==> src/rtl/regfile_dump_reader_pkg.sv <==
// regfile_dump_reader_pkg: register-file geometry shared with the datapath, plus the
// state encoding of the dump reader.
package regfile_dump_reader_pkg;
    localparam int REG_AW = 5;
    localparam int REG_DW = 32;
    localparam int REG_N  = 32;
    typedef enum logic [1:0] {S_IDLE, S_RUN, S_DRAIN} state_e;
endpackage

==> src/rtl/regfile_dump_reader.sv <==
// regfile_dump_reader: walks register indices FIRST..LAST on a spare read port and
// streams {index, value} beats over valid/ready toward a trace sink.
module regfile_dump_reader
    import regfile_dump_reader_pkg::*;
#(
    parameter int AW    = REG_AW,
    parameter int DW    = REG_DW,
    parameter int FIRST = 0,
    parameter int LAST  = REG_N - 1
) (
    input  logic          clk_i,
    input  logic          rst_i,
    input  logic          start_i,
    input  logic          abort_i,
    output logic [AW-1:0] ra_o,
    input  logic [DW-1:0] qa_i,
    output logic          out_valid_o,
    input  logic          out_ready_i,
    output logic [AW-1:0] out_idx_o,
    output logic [DW-1:0] out_data_o,
    output logic          busy_o,
    output logic          done_o
);
    localparam logic [AW-1:0] FIRST_A = AW'(FIRST);
    localparam logic [AW-1:0] LAST_A  = AW'(LAST);

    state_e        state_q;
    logic [AW-1:0] ptr_q;
    logic [AW-1:0] idx_q;
    logic [DW-1:0] data_q;
    logic          valid_q;
    logic          done_q;
    logic          start_q;
    logic          load_d;
    logic          hs_d;

    assign load_d = !valid_q || out_ready_i;
    assign hs_d   = valid_q && out_ready_i;

    // start_q registers the request so the first beat appears two edges after Start
    always_ff @(posedge clk_i) begin
        done_q <= 1'b0;
        if (rst_i) begin
            state_q <= S_IDLE;
            ptr_q   <= FIRST_A;
            idx_q   <= '0;
            data_q  <= '0;
            valid_q <= 1'b0;
            start_q <= 1'b0;
        end else if (abort_i && state_q != S_IDLE) begin
            state_q <= S_IDLE;
            ptr_q   <= FIRST_A;
            valid_q <= 1'b0;
        end else begin
            case (state_q)
                S_IDLE: begin
                    if (start_q) begin
                        state_q <= S_RUN;
                        ptr_q   <= FIRST_A;
                    end
                    start_q <= start_i && !abort_i && !start_q;
                end
                S_RUN: begin
                    if (load_d) begin
                        data_q  <= qa_i;
                        idx_q   <= ptr_q;
                        valid_q <= 1'b1;
                        if (ptr_q == LAST_A) state_q <= S_DRAIN;
                        else ptr_q <= ptr_q + 1'b1;
                    end
                end
                S_DRAIN: begin
                    if (hs_d) begin
                        valid_q <= 1'b0;
                        done_q  <= 1'b1;
                        state_q <= S_IDLE;
                        ptr_q   <= FIRST_A;
                    end
                end
                default: state_q <= S_IDLE;
            endcase
        end
    end

    assign ra_o        = ptr_q;
    assign out_valid_o = valid_q;
    assign out_idx_o   = idx_q;
    assign out_data_o  = data_q;
    assign busy_o      = state_q != S_IDLE;
    assign done_o      = done_q;
endmodule

==> config.mk <==
export PLATFORM = sky130hd
export DESIGN_NAME = regfile_dump_reader
export DESIGN_NICKNAME = d
export VERILOG_FILES = /design/src/rtl/regfile_dump_reader_pkg.sv /design/src/rtl/regfile_dump_reader.sv
export SDC_FILE = /design/constraint.sdc
export NUM_CORES = 1
export LEC_CHECK = 0
export CAP_MARGIN = 20
export CORE_MARGIN = 5
export CORE_UTILIZATION = 44
export CTS_CLUSTER_DIAMETER = 80
export DETAILED_ROUTE_END_ITERATION = 10
export PLACE_DENSITY = 0.85
export RECOVER_POWER = 25
export SLEW_MARGIN = 20
export SYNTH_ARGS = -nofsm -noshare
export SYNTH_HDL_FRONTEND = slang
export SYNTH_SLANG_ARGS = --single-unit
export TNS_END_PERCENT = 30
==> constraint.sdc <==
create_clock -name clk_i -period 5.8 [get_ports clk_i]
set_clock_uncertainty 0.1 [all_clocks]
set_input_delay 1.16 -clock clk_i [delete_from_list [all_inputs] [get_ports clk_i]]
set_output_delay 1.16 -clock clk_i [all_outputs]
set_load 0.1 [all_outputs]
After elaboration in Yosys (flattened, before gate mapping). Index checks and enable logic that the tools add are counted.

Register bits after elaboration: 47. Latch bits: 0. Bits in writable memories: 0. ROM bits: 0. Input port bits: 37. Logic and storage cells: 51. Memories kept: 0.

Add/sub/neg operators: 1. Multipliers: 0. Div/mod/pow operators: 0. $lt $le $gt $ge: 0. Equality and inequality tests: 8. Shift operators: 0. Mux-type cells: 14. Bitwise operators: 2. Reductions and logical operators: 19.

Operator list (count): $mux W5 (4); $pmux W5 S3 (1); $ne A2 B2 Y1 const B (5); $mux W2 (4); $pmux W2 S3 (1); $reduce_and A3 Y1 (2); $add A5 B1 Y5 const B (1); $eq A5 B5 Y1 const B (1); $reduce_and A5 Y1 (1); $logic_and A1 B1 Y1 (4); $reduce_and A4 Y1 (1); $reduce_bool A2 Y1 (2); $logic_not A1 Y1 (3); $mux W1 (3); $reduce_bool A3 Y1 (1); $reduce_or A3 Y1 (1); $eq A2 B1 Y1 const B (1); $eq A2 B2 Y1 const B (1); $logic_not A2 Y1 (1); $not A1 Y1 (2); $pmux W1 S2 (1); $reduce_and A2 Y1 (1); $reduce_or A2 Y1 (1); $logic_or A1 B1 Y1 (1).

Logic depth before layout (Yosys ltp). Gate-level depths: netlist of run 1.

Depth after elaboration: 4. Depth in mapped cells: 7.

Worst setup path before layout of run 1. Ideal clock, no wire load.

Path kind: flip-flop to output port. From: reg state_q[0]. To: out busy_o. Arrival time: 1.658 ns. Path slack: 2.882 ns. Stages on the path, launching flop included: 4. Path buffers: 2. Cell sequence: dfxtp_1 -> clkbuf_1 -> or2_2 -> clkbuf_1.

Longest elaborated chain between the ends: 1.

RTL lines: start: declaration (RTL line regfile_dump_reader.sv:27) `state_e state_q;`; start signal: assignment (RTL line regfile_dump_reader.sv:44) `state_q <= S_IDLE;`; start signal: assignment (RTL line regfile_dump_reader.sv:51) `state_q <= S_IDLE;`; start signal: assignment (RTL line regfile_dump_reader.sv:58) `state_q <= S_RUN;`; $reduce_bool A2 Y1 (RTL line regfile_dump_reader.sv:89) `assign busy_o = state_q != S_IDLE;`; end: declaration (RTL line regfile_dump_reader.sv:21) `output logic busy_o,`.

Every way passes these cells.

Worst setup path after layout of run 1.
From: in rst_i. To: reg ptr_q[4] (netlist: ra_o[4]).

Longest elaborated chain between the ends: 1.

RTL lines: start: declaration (RTL line regfile_dump_reader.sv:12) `input logic rst_i,`; $reduce_or A2 Y1 (no line); end signal: assignment (RTL line regfile_dump_reader.sv:69) `else ptr_q <= ptr_q + 1'b1;`; end: declaration (RTL line regfile_dump_reader.sv:28) `logic [AW-1:0] ptr_q;`.

Every way passes these cells. A chain may end at the register's enable or synchronous reset.

==> impl_metrics.csv, run 1 <==
group,metric,value,unit
pwr,p_sw_share,27.3,%
floorplanning,rows,23,
timing,tightest_slew,1.71,ns
pwr,p_leak,0.926,nW
synthesis,yosys_warnings,0,
timing,setup_violations,0,
pwr,powerDensity,236,nW/um^2
synthesis,synth-seq-area-share,52.8,%
pwr,p_clk_share,30.1,%
route,top_layer,"met4",
floorplanning,die_x,73.6,um
route,postRouteAntennaNets,0,
grt,grt_pass1_wl,7.72,mm
hold_path,hp-class,"flop to flop",
floorplanning,fp.coreArea,3970,sq um
synthesis,async_flop_share,0,%
place,gp_congestion,0.889,
route,wl_met2,2.26,mm
setup_path,crit_path_max_fanout,40,
cts,cts_resized,0,
cts,cts-buffers-inserted,5,
pwr,combPwrFrac,17.2,%
setup_path,worstPathArrival,3.57,ns
timing,timing.final.ws_setup,2.31,ns
synthesis,syn_inst,223,
synthesis,synth_seq_cells,47,
place,preCtsSetupSlack,2.64,ns
grt,grt_usage,18.2,%
place,portBuffers,81,
synthesis,synth.avg_cell_area,7.99,sq um
timing,slew-limit-headroom,-14.1,%
synthesis,synth_edf_count,0,
cts,cts_tree,"done",
setup_path,critPathKind,"primary input to flop",
cts,clock-sinks,47,
route,drcViolationCount,0,
layout,syn_to_final_growth,51.1,%
synthesis,synthesis.area,1780,sq um
cts,clk-insertion-delay-late,0.29,ns
setup_path,required,5.87,ns
place,dpl.hpwl,3.37,mm
floorplanning,num_io_pins,82,
setup_path,endpoint_kind,"flop",
timing,hold_viol_final,0,
layout,antenna_cells,0,
grt,grt-ovfl-total,0,
layout,fin_area,2690,sq um
cts,htreeDepth,2,
timing,max_freq,286,MHz
layout,finalNetCount,337,
timing,period_minus_slack,3.49,ns
outcome,failed_checks,"max-capacitance violations, max-slew violations",
grt,antenna_found_initial,0,
pwr,internal_power,0.461,mW
outcome,run_status,"complete, but fails checks",
timing,maxSlewViolCount,41,
flow_run,cap_violations,1,
floorplanning,initial_core_util,44.9,%
floorplanning,die_h,73.6,um
route,drt-vias-per-instance,5.12,
cts,cts-root-buf,"clkbuf_8",
cts,cts_hold_buf,0,
synthesis,synth_top_flop_cell,"dfxtp_1",
route,totalWireLength,4.69,mm
pwr,p_seq_share,52.7,%
grt,grt_pass1_vias,1712,
setup_path,crit_path_start_kind,"primary input",
pwr,switching_power,0.173,mW
pwr,ir_worst_vdd,0.141,mV
cts,post-cts-setup-buffers,0,
timing,finalSetupTns,0,ns
synthesis,syn-num-nets,262,
timing,rsz0062_at_grt,"no",
layout,drive_gt1_share,4.03,%
place,dpl-instance-area,2610,sq um
cts,path_clk_slew,0.08,ns
synthesis,ys_types,31,
floorplanning,die-area,5420,sq um
grt,grt_max_degree,41,
route,wl_per_cell,13.5,um
timing,fin_crit_sh,60.2,%
route,wl_met1,2.01,mm
route,vias,1781,
cts,clock_path_buffers,2,
route,drtIter0Drc,126,
route,dr_wl_met3,370,um
route,firstDrtPassIters,4,
metrics by stage:
step	hold WS [ns]	util, %	total power [mW]	cells
after floorplan	0.396	-	0.409	223
after global placement	0.340	65.6	0.451	341
after detailed placement	0.346	65.7	0.452	341
after CTS	0.358	67.9	0.642	348
after global routing	0.379	67.8	0.663	348
final	0.355	67.8	0.634	348
power by group through the flow:
stage	clock [mW]	sequential [mW]	combinational [mW]
floorplan	0	0.382	0.0266
detailed placement	0	0.342	0.110
global route	0.213	0.335	0.115
CTS	0.197	0.334	0.110
global placement	0	0.342	0.109
finish	0.191	0.334	0.109
registers in the layout, indices dropped and copies added (netlist names):
name	cells
out_data_o	32
out_valid_o	1
done_o	1
start_q	1
out_idx_o	5
ra_o	5
state_q	2
routing by layer:
metal | GRT usage [%] | up-vias
met4 | 5.43 | 0
met3 | 4.79 | 6
met5 | 0 | -
met2 | 30.8 | 68
li1 | - | 894
met1 | 22.5 | 813
cell families (layout without fill, tap and decap cells):
family,Yosys count,in the layout,share of synthesized area [%]
buffers and inverters,16,91,4.14
AND/OR/NAND/NOR,105,105,25.6
flip-flops,47,47,52.8
adder cells (fa/ha/maj),2,2,1.40
AO/OA/AOI/OAI,53,53,16.1
cells in the final DEF, fill, tap and decap left out:
cell and instances:
clkbuf_8 6, clkdlybuf4s50_1 80, nand3_1 3, or3_2 1
nor3_1 4, nor4_1 1, nor2_1 6, dlygate4sd3_1 1
nand2b_1 1, a211oi_1 1, nor3_4 1, o2111ai_1 2
and2b_1 1, o31ai_1 1, or2_2 1, or3_1 2
nand4_1 3, ha_1 2, a22oi_1 1, a21o_1 1
o21a_1 1, nor2b_1 1, dfxtp_1 47, and3_1 1
nand2_1 77, clkinv_2 1, inv_1 1, clkbuf_1 1
a21oi_1 42, a31oi_1 1, buf_4 1, o21ai_0 3
nand4b_1 1, nand2b_4 1
worst max-delay path, stage by stage:
cell           delay (ns)
dlygate4sd3_1        0.53
clkbuf_1             1.23
a21oi_1              0.33
o2111ai_1            0.24
nand2_1              0.07
cells in the mapped netlist, drive strengths merged (2+ instances only):
| cell type | count | area [sq um] |
|---|---|---|
| o2111ai | 2 | 17.5 |
| ha | 2 | 25.0 |
| nor3 | 5 | 30.0 |
| nand2b | 2 | 20.0 |
| nand4 | 3 | 18.8 |
| o21ai | 3 | 15.0 |
| a21oi | 42 | 210 |
| dfxtp | 47 | 941 |
| clkbuf | 10 | 38.8 |
| nand2 | 77 | 289 |
| nand3 | 3 | 15.0 |
| nor2 | 6 | 22.5 |
| or3 | 3 | 18.8 |
| buf | 5 | 31.3 |
layout make-up:
type                       count  area (sq um)
clock buffer                   6          82.6
clock inverter                 1          5.00
fill                         338          1280
inverter                       1          3.75
multi-input combinational    160           774
sequential                    47           941
tap                           50          62.6
timing repair buffer          83           822
worst paths after layout:
path	slack, ns	endpoint	cells past startpoint	from
min	0.36	out_data_o[1]	2	out_data_o[1]
min reg2reg	0.36	out_data_o[1]	2	out_data_o[1]
max	2.31	ra_o[4]	5	rst_i
max reg2reg	3.63	ra_o[3]	6	ra_o[0]
No activity file was read; power rests on OpenSTA's default activity.
==> run 2, diff against run 1 <==
--- a/config.mk
+++ b/config.mk
@@ -7,10 +7,10 @@
 export LEC_CHECK = 0
 export CAP_MARGIN = 20
 export CORE_MARGIN = 5
-export CORE_UTILIZATION = 44
+export CORE_UTILIZATION = 37
 export CTS_CLUSTER_DIAMETER = 80
 export DETAILED_ROUTE_END_ITERATION = 10
-export PLACE_DENSITY = 0.85
+export PLACE_DENSITY = 0.76
 export RECOVER_POWER = 25
 export SLEW_MARGIN = 20
 export SYNTH_ARGS = -nofsm -noshare
==> constraint.sdc (replaced) <==
create_clock -name clk_i -period 3 [get_ports clk_i]
set_clock_uncertainty 0.1 [all_clocks]
set_input_delay 0.6 -clock clk_i [delete_from_list [all_inputs] [get_ports clk_i]]
set_output_delay 0.6 -clock clk_i [all_outputs]
set_load 0.1 [all_outputs]
==> impl_metrics.csv, run 2 (synthesized netlist as in run 1, its figures left out) <==
group,metric,value,unit
grt,grt_pass1_vias,1615,
layout,final_common_cell,"nand2_1",
cts,post-cts-setup-buffers,0,
layout,drive_gt1_share,13.0,%
layout,syn_to_final_growth,41.6,%
pwr,powerDensity,486,nW/um^2
setup_path,critPathKind,"primary input to flop",
setup_path,r2r_slack,0.77,ns
cts,cts_hold_buf,0,
place,dpl.hpwl,3.37,mm
route,postRouteAntennaNets,0,
layout,multi_input_area,773,sq um
timing,rsz0062_at_grt,"no",
setup_path,rr_endpoint,"ra_o[3]",
place,portBuffers,81,
timing,max_freq,445,MHz
grt,grt_usage,14.8,%
timing,finalSetupTns,0,ns
layout,largest_register_ffs,32,
cts,cts-root-buf,"clkbuf_8",
route,wl_per_cell,13.2,um
timing,fin_crit_sh,75.0,%
floorplanning,rows,25,
floorplanning,fp.coreArea,4690,sq um
layout,final_cell_mix,"nand2_1 (77), dfxtp_1 (47), a21oi_1 (42), clkdlybuf4s50_1 (35), buf_4 (28)",
route,drt-vias-per-instance,4.88,
timing,hold_viol_final,0,
cts,htreeDepth,2,
place,gp_congestion,0.823,
setup_path,crit_start,"out_ready_i",
grt,antenna_found_initial,0,
cts,clk-insertion-delay-late,0.29,ns
timing,tightest_slew,1.20,ns
floorplanning,die_h,79.4,um
cts,cts_resized,0,
pwr,p_leak,0.941,nW
route,firstDrtPassIters,4,
cts,clock_path_buffers,2,
setup_path,worstPathArrival,2.38,ns
timing,period_minus_slack,2.25,ns
cts,clock-sinks,47,
flow_run,cap_violations,0,
layout,n_fill_cell,481,
place,placedCellCount,347,
cts,cts_tree,"done",
setup_path,rr_worst_depth,6,
setup_path,crit_path_start_kind,"primary input",
setup_path,r2r-start,"ra_o[0]",
floorplanning,num_io_pins,82,
route,totalWireLength,4.70,mm
outcome,run_status,"finished clean",
layout,finalNetCount,339,
cts,path_clk_slew,0.08,ns
layout,final_util,53.8,%
setup_path,endpoint_kind,"flop",
pwr,ir_worst_vdd,0.214,mV
grt,grt-ovfl-total,0,
layout,antenna_cells,0,
grt,grt_max_degree,33,
layout,seq_area,941,sq um
timing,maxSlewViolCount,0,
route,drcViolationCount,0,
hold_path,hp-class,"flop to flop",
floorplanning,initial_core_util,38.0,%
route,vias,1731,
floorplanning,die-area,6300,sq um
setup_path,crit_path_max_fanout,22,
route,drtIter0Drc,65,
timing,setup_violations,0,
setup_path,required,3.13,ns
grt,grt_pass1_wl,7.42,mm
cts,cts-buffers-inserted,5,
floorplanning,die_x,79.4,um
setup_path,endpoint,"out_data_o[14]",
layout,fin_cells,355,
timing,slew-limit-headroom,20.4,%
[run 2: how the worst min path moves through the flow]
stage | slack, ns | from | cells after the start | to
6_report | 0.36 | out_data_o[16] | 2 | out_data_o[16]
5_1_grt | 0.38 | out_data_o[10] | 2 | out_data_o[10]
4_1_cts | 0.36 | out_idx_o[4] | 2 | out_idx_o[4]
3_5_place_dp | 0.35 | out_idx_o[4] | 2 | out_idx_o[4]
3_3_place_gp | 0.34 | out_data_o[3] | 2 | out_data_o[3]
2_1_floorplan | 0.40 | start_q | 2 | state_q[0]
[run 2: cell type report]
cell class | count | share of cell area [%]
flip-flops and latches | 47 | 37.3
multi-input cells | 160 | 30.7
repair buffers | 85 | 25.7
clock buffers | 5 | 2.73
well taps | 54 | 2.68
clock inverters | 3 | 0.744
inverters | 1 | 0.149
[run 2: stage by stage]
| step | cell area [sq um] | power (mW) | hold WS [ns] | setup slack [ns] |
|---|---|---|---|---|
| 2_1_floorplan | 1780 | 0.791 | 0.396 | 0.410 |
| 3_3_place_gp | 2510 | 0.870 | 0.343 | 0.460 |
| 3_5_place_dp | 2510 | 0.871 | 0.348 | 0.403 |
| 4_1_cts | 2600 | 1.25 | 0.361 | 0.721 |
| 5_1_grt | 2520 | 1.29 | 0.380 | 0.569 |
| 6_report | 2520 | 1.23 | 0.359 | 0.751 |
[run 2: power breakdown]
part           internal (mW)  total, mW  switching, mW
combinational         0.0676      0.205          0.137
sequential             0.636      0.646         0.0103
clock                  0.164      0.376          0.212
total                  0.868       1.23          0.359
[run 2: critical path, stage by stage]
cell and delay (ns):
clkdlybuf4s50_1 0.52, nor2b_1 0.14, nor3_4 0.55, buf_4 0.36
nand2_1 0.09, a21oi_1 0.11
[run 2: per-layer routing]
| metal | GRT usage [%] | share of wire [%] |
|---|---|---|
| met5 | 0 | 0 |
| met4 | 3.61 | 0.47 |
| met3 | 5.64 | 7.6 |
| met2 | 24.4 | 45 |
| met1 | 18.3 | 46 |
==> run 3, diff against run 2 <==
--- a/config.mk
+++ b/config.mk
@@ -7,10 +7,10 @@
 export LEC_CHECK = 0
 export CAP_MARGIN = 20
 export CORE_MARGIN = 5
-export CORE_UTILIZATION = 37
+export CORE_UTILIZATION = 41
 export CTS_CLUSTER_DIAMETER = 80
 export DETAILED_ROUTE_END_ITERATION = 10
-export PLACE_DENSITY = 0.76
+export PLACE_DENSITY = 0.8
 export RECOVER_POWER = 25
 export SLEW_MARGIN = 20
 export SYNTH_ARGS = -nofsm -noshare
==> constraint.sdc (replaced) <==
create_clock -name clk_i -period 2.25 [get_ports clk_i]
set_clock_uncertainty 0.1 [all_clocks]
set_input_delay 0.45 -clock clk_i [delete_from_list [all_inputs] [get_ports clk_i]]
set_output_delay 0.45 -clock clk_i [all_outputs]
set_load 0.1 [all_outputs]
==> impl_metrics.csv, run 3 (synthesized netlist as in run 1, its figures left out) <==
group,metric,value,unit
hold_path,hp-class,"flop to flop",
layout,drive_gt1_share,21.3,%
cts,path_clk_slew,0.08,ns
setup_path,crit_path_cell_trace,"ha_1, and3_1, ha_1, or3_1, or3_1, a31oi_1",
setup_path,rr_worst_depth,6,
floorplanning,fp.coreArea,4290,sq um
route,firstDrtPassIters,4,
layout,final_cell_mix,"nand2_1 (77), dfxtp_1 (45), a21oi_1 (42), clkdlybuf4s50_1 (36), buf_4 (30)",
grt,grt_pass1_wl,7.61,mm
cts,htreeDepth,2,
timing,tightest_slew,0.554,ns
place,gp_congestion,0.821,
route,drt-vias-per-instance,5.04,
flow_run,cap_violations,0,
cts,clk-insertion-delay-late,0.29,ns
pwr,total_power,1.66,mW
setup_path,r2r_slack,0.22,ns
setup_path,worstPathArrival,2.15,ns
hold_path,hold-path-endpoint,"out_data_o[18]",
cts,cts-buffers-inserted,5,
layout,finalNetCount,343,
setup_path,path_buf_inv,0,
hold_path,min_from,"out_data_o[18]",
setup_path,crit_path_start_kind,"flop",
place,portBuffers,81,
timing,fin_crit_sh,90.3,%
floorplanning,initial_core_util,41.5,%
route,drcViolationCount,0,
setup_path,critPathKind,"flop to flop",
timing,setup_violations,0,
timing,hold_viol_final,0,
route,postRouteAntennaNets,0,
cts,cts_resized,0,
setup_path,endpoint_kind,"flop",
grt,grt_max_degree,38,
cts,cts_tree,"done",
setup_path,critPathMaxStageDelay,0.38,ns
pwr,powerDensity,634,nW/um^2
place,dpl.hpwl,3.32,mm
timing,timing.final.ws_setup,0.217,ns
route,wl_per_cell,12.5,um
hold_path,min_path_cells,2,
cts,clock-sinks,47,
cts,post-cts-setup-buffers,0,
timing,slew-limit-headroom,63.2,%
cts,cts_hold_buf,0,
layout,antenna_cells,0,
setup_path,r2r-start,"ra_o[0]",
place,preCtsSetupSlack,0.101,ns
pwr,ir_worst_vdd,0.365,mV
grt,grt_usage,15.6,%
route,totalWireLength,4.46,mm
timing,max_freq,492,MHz
floorplanning,rows,24,
timing,maxSlewViolCount,0,
layout,syn_to_final_growth,46.6,%
setup_path,cp_slowest_cell,"or3_1",
grt,grt_pass1_vias,1735,
grt,antenna_found_initial,0,
timing,rsz0062_at_grt,"no",
route,drtIter0Drc,61,
setup_path,rr_endpoint,"ra_o[3]",
pwr,p_leak,1.04,nW
floorplanning,die_h,75.9,um
floorplanning,die-area,5760,sq um
setup_path,required,2.37,ns
outcome,run_status,"finished clean",
floorplanning,num_io_pins,82,
setup_path,cpLargestDelayFamily,"simple AND/OR/NAND/NOR gates",
timing,period_minus_slack,2.03,ns
route,vias,1799,
floorplanning,die_x,75.9,um
layout,largest_register_ffs,32,
cts,clock_path_buffers,2,
layout,final_common_cell,"nand2_1",
setup_path,crit_path_max_fanout,6,
grt,grt-ovfl-total,0,
cts,cts-root-buf,"clkbuf_8",
## run 3: changes by cell type in the layout (fill, tap and decap cells not counted), moves of 2 or more
cell and change:
dfxtp_2 +2, clkbuf_2 +21, dfxtp_1 -2, clkbuf_1 -20, buf_4 +2, clkinv_2 -2
buf_12 +2
## run 3: where the power goes
part | total [mW] | switching, mW | internal [mW] | leakage (nW)
clock | 0.511 | 0.259 | 0.252 | 0.0484
combinational | 0.284 | 0.184 | 0.0999 | 0.610
sequential | 0.862 | 0.0133 | 0.848 | 0.381
## run 3: area by class of cell
| type | count | area (sq um) |
|---|---|---|
| clock buffer | 7 | 86.3 |
| multi-input combinational | 160 | 773 |
| sequential | 47 | 943 |
| tap | 52 | 65.1 |
| fill | 417 | 1680 |
| timing repair buffer | 89 | 731 |
| inverter | 1 | 3.75 |
| clock inverter | 1 | 8.76 |
## run 3: worst max path at each step
stage,startpoint,slack [ns],depth (start not counted),endpoint
floorplan,ra_o[2],-0.09,6,ra_o[3]
global placement,out_ready_i,0.16,5,ra_o[3]
detailed placement,out_ready_i,0.10,5,ra_o[3]
CTS,ra_o[0],0.20,6,ra_o[3]
global route,ra_o[0],0.14,6,ra_o[3]
finish,ra_o[0],0.22,6,ra_o[3]
## run 3: through the flow
step                      TNS [ns]  hold WS (ns)  cells  area (sq um)  util [%]
final                            0         0.356    357          2610      60.8
after global routing             0         0.375    357          2610      60.8
after CTS                        0         0.360    357          2660      62.0
after detailed placement         0         0.348    349          2570      59.8
after global placement           0         0.341    349          2570      59.8
after floorplan            -0.0922         0.396    223          1790         -
## run 3: per-layer routing
metal / share of wire, % / vias up / GRT usage (%)
met5: 0 / - / 0
met4: 0.36 / 0 / 4.27
li1: - / 910 / -
met1: 45 / 823 / 19.2
met2: 47 / 64 / 25.9
met3: 8.0 / 2 / 5.09
## run 3: worst min-delay path, stage by stage, from the launching register on
cell	delay, ns
dfxtp_1	0.32
nand2_1	0.05
a21oi_1	0.05
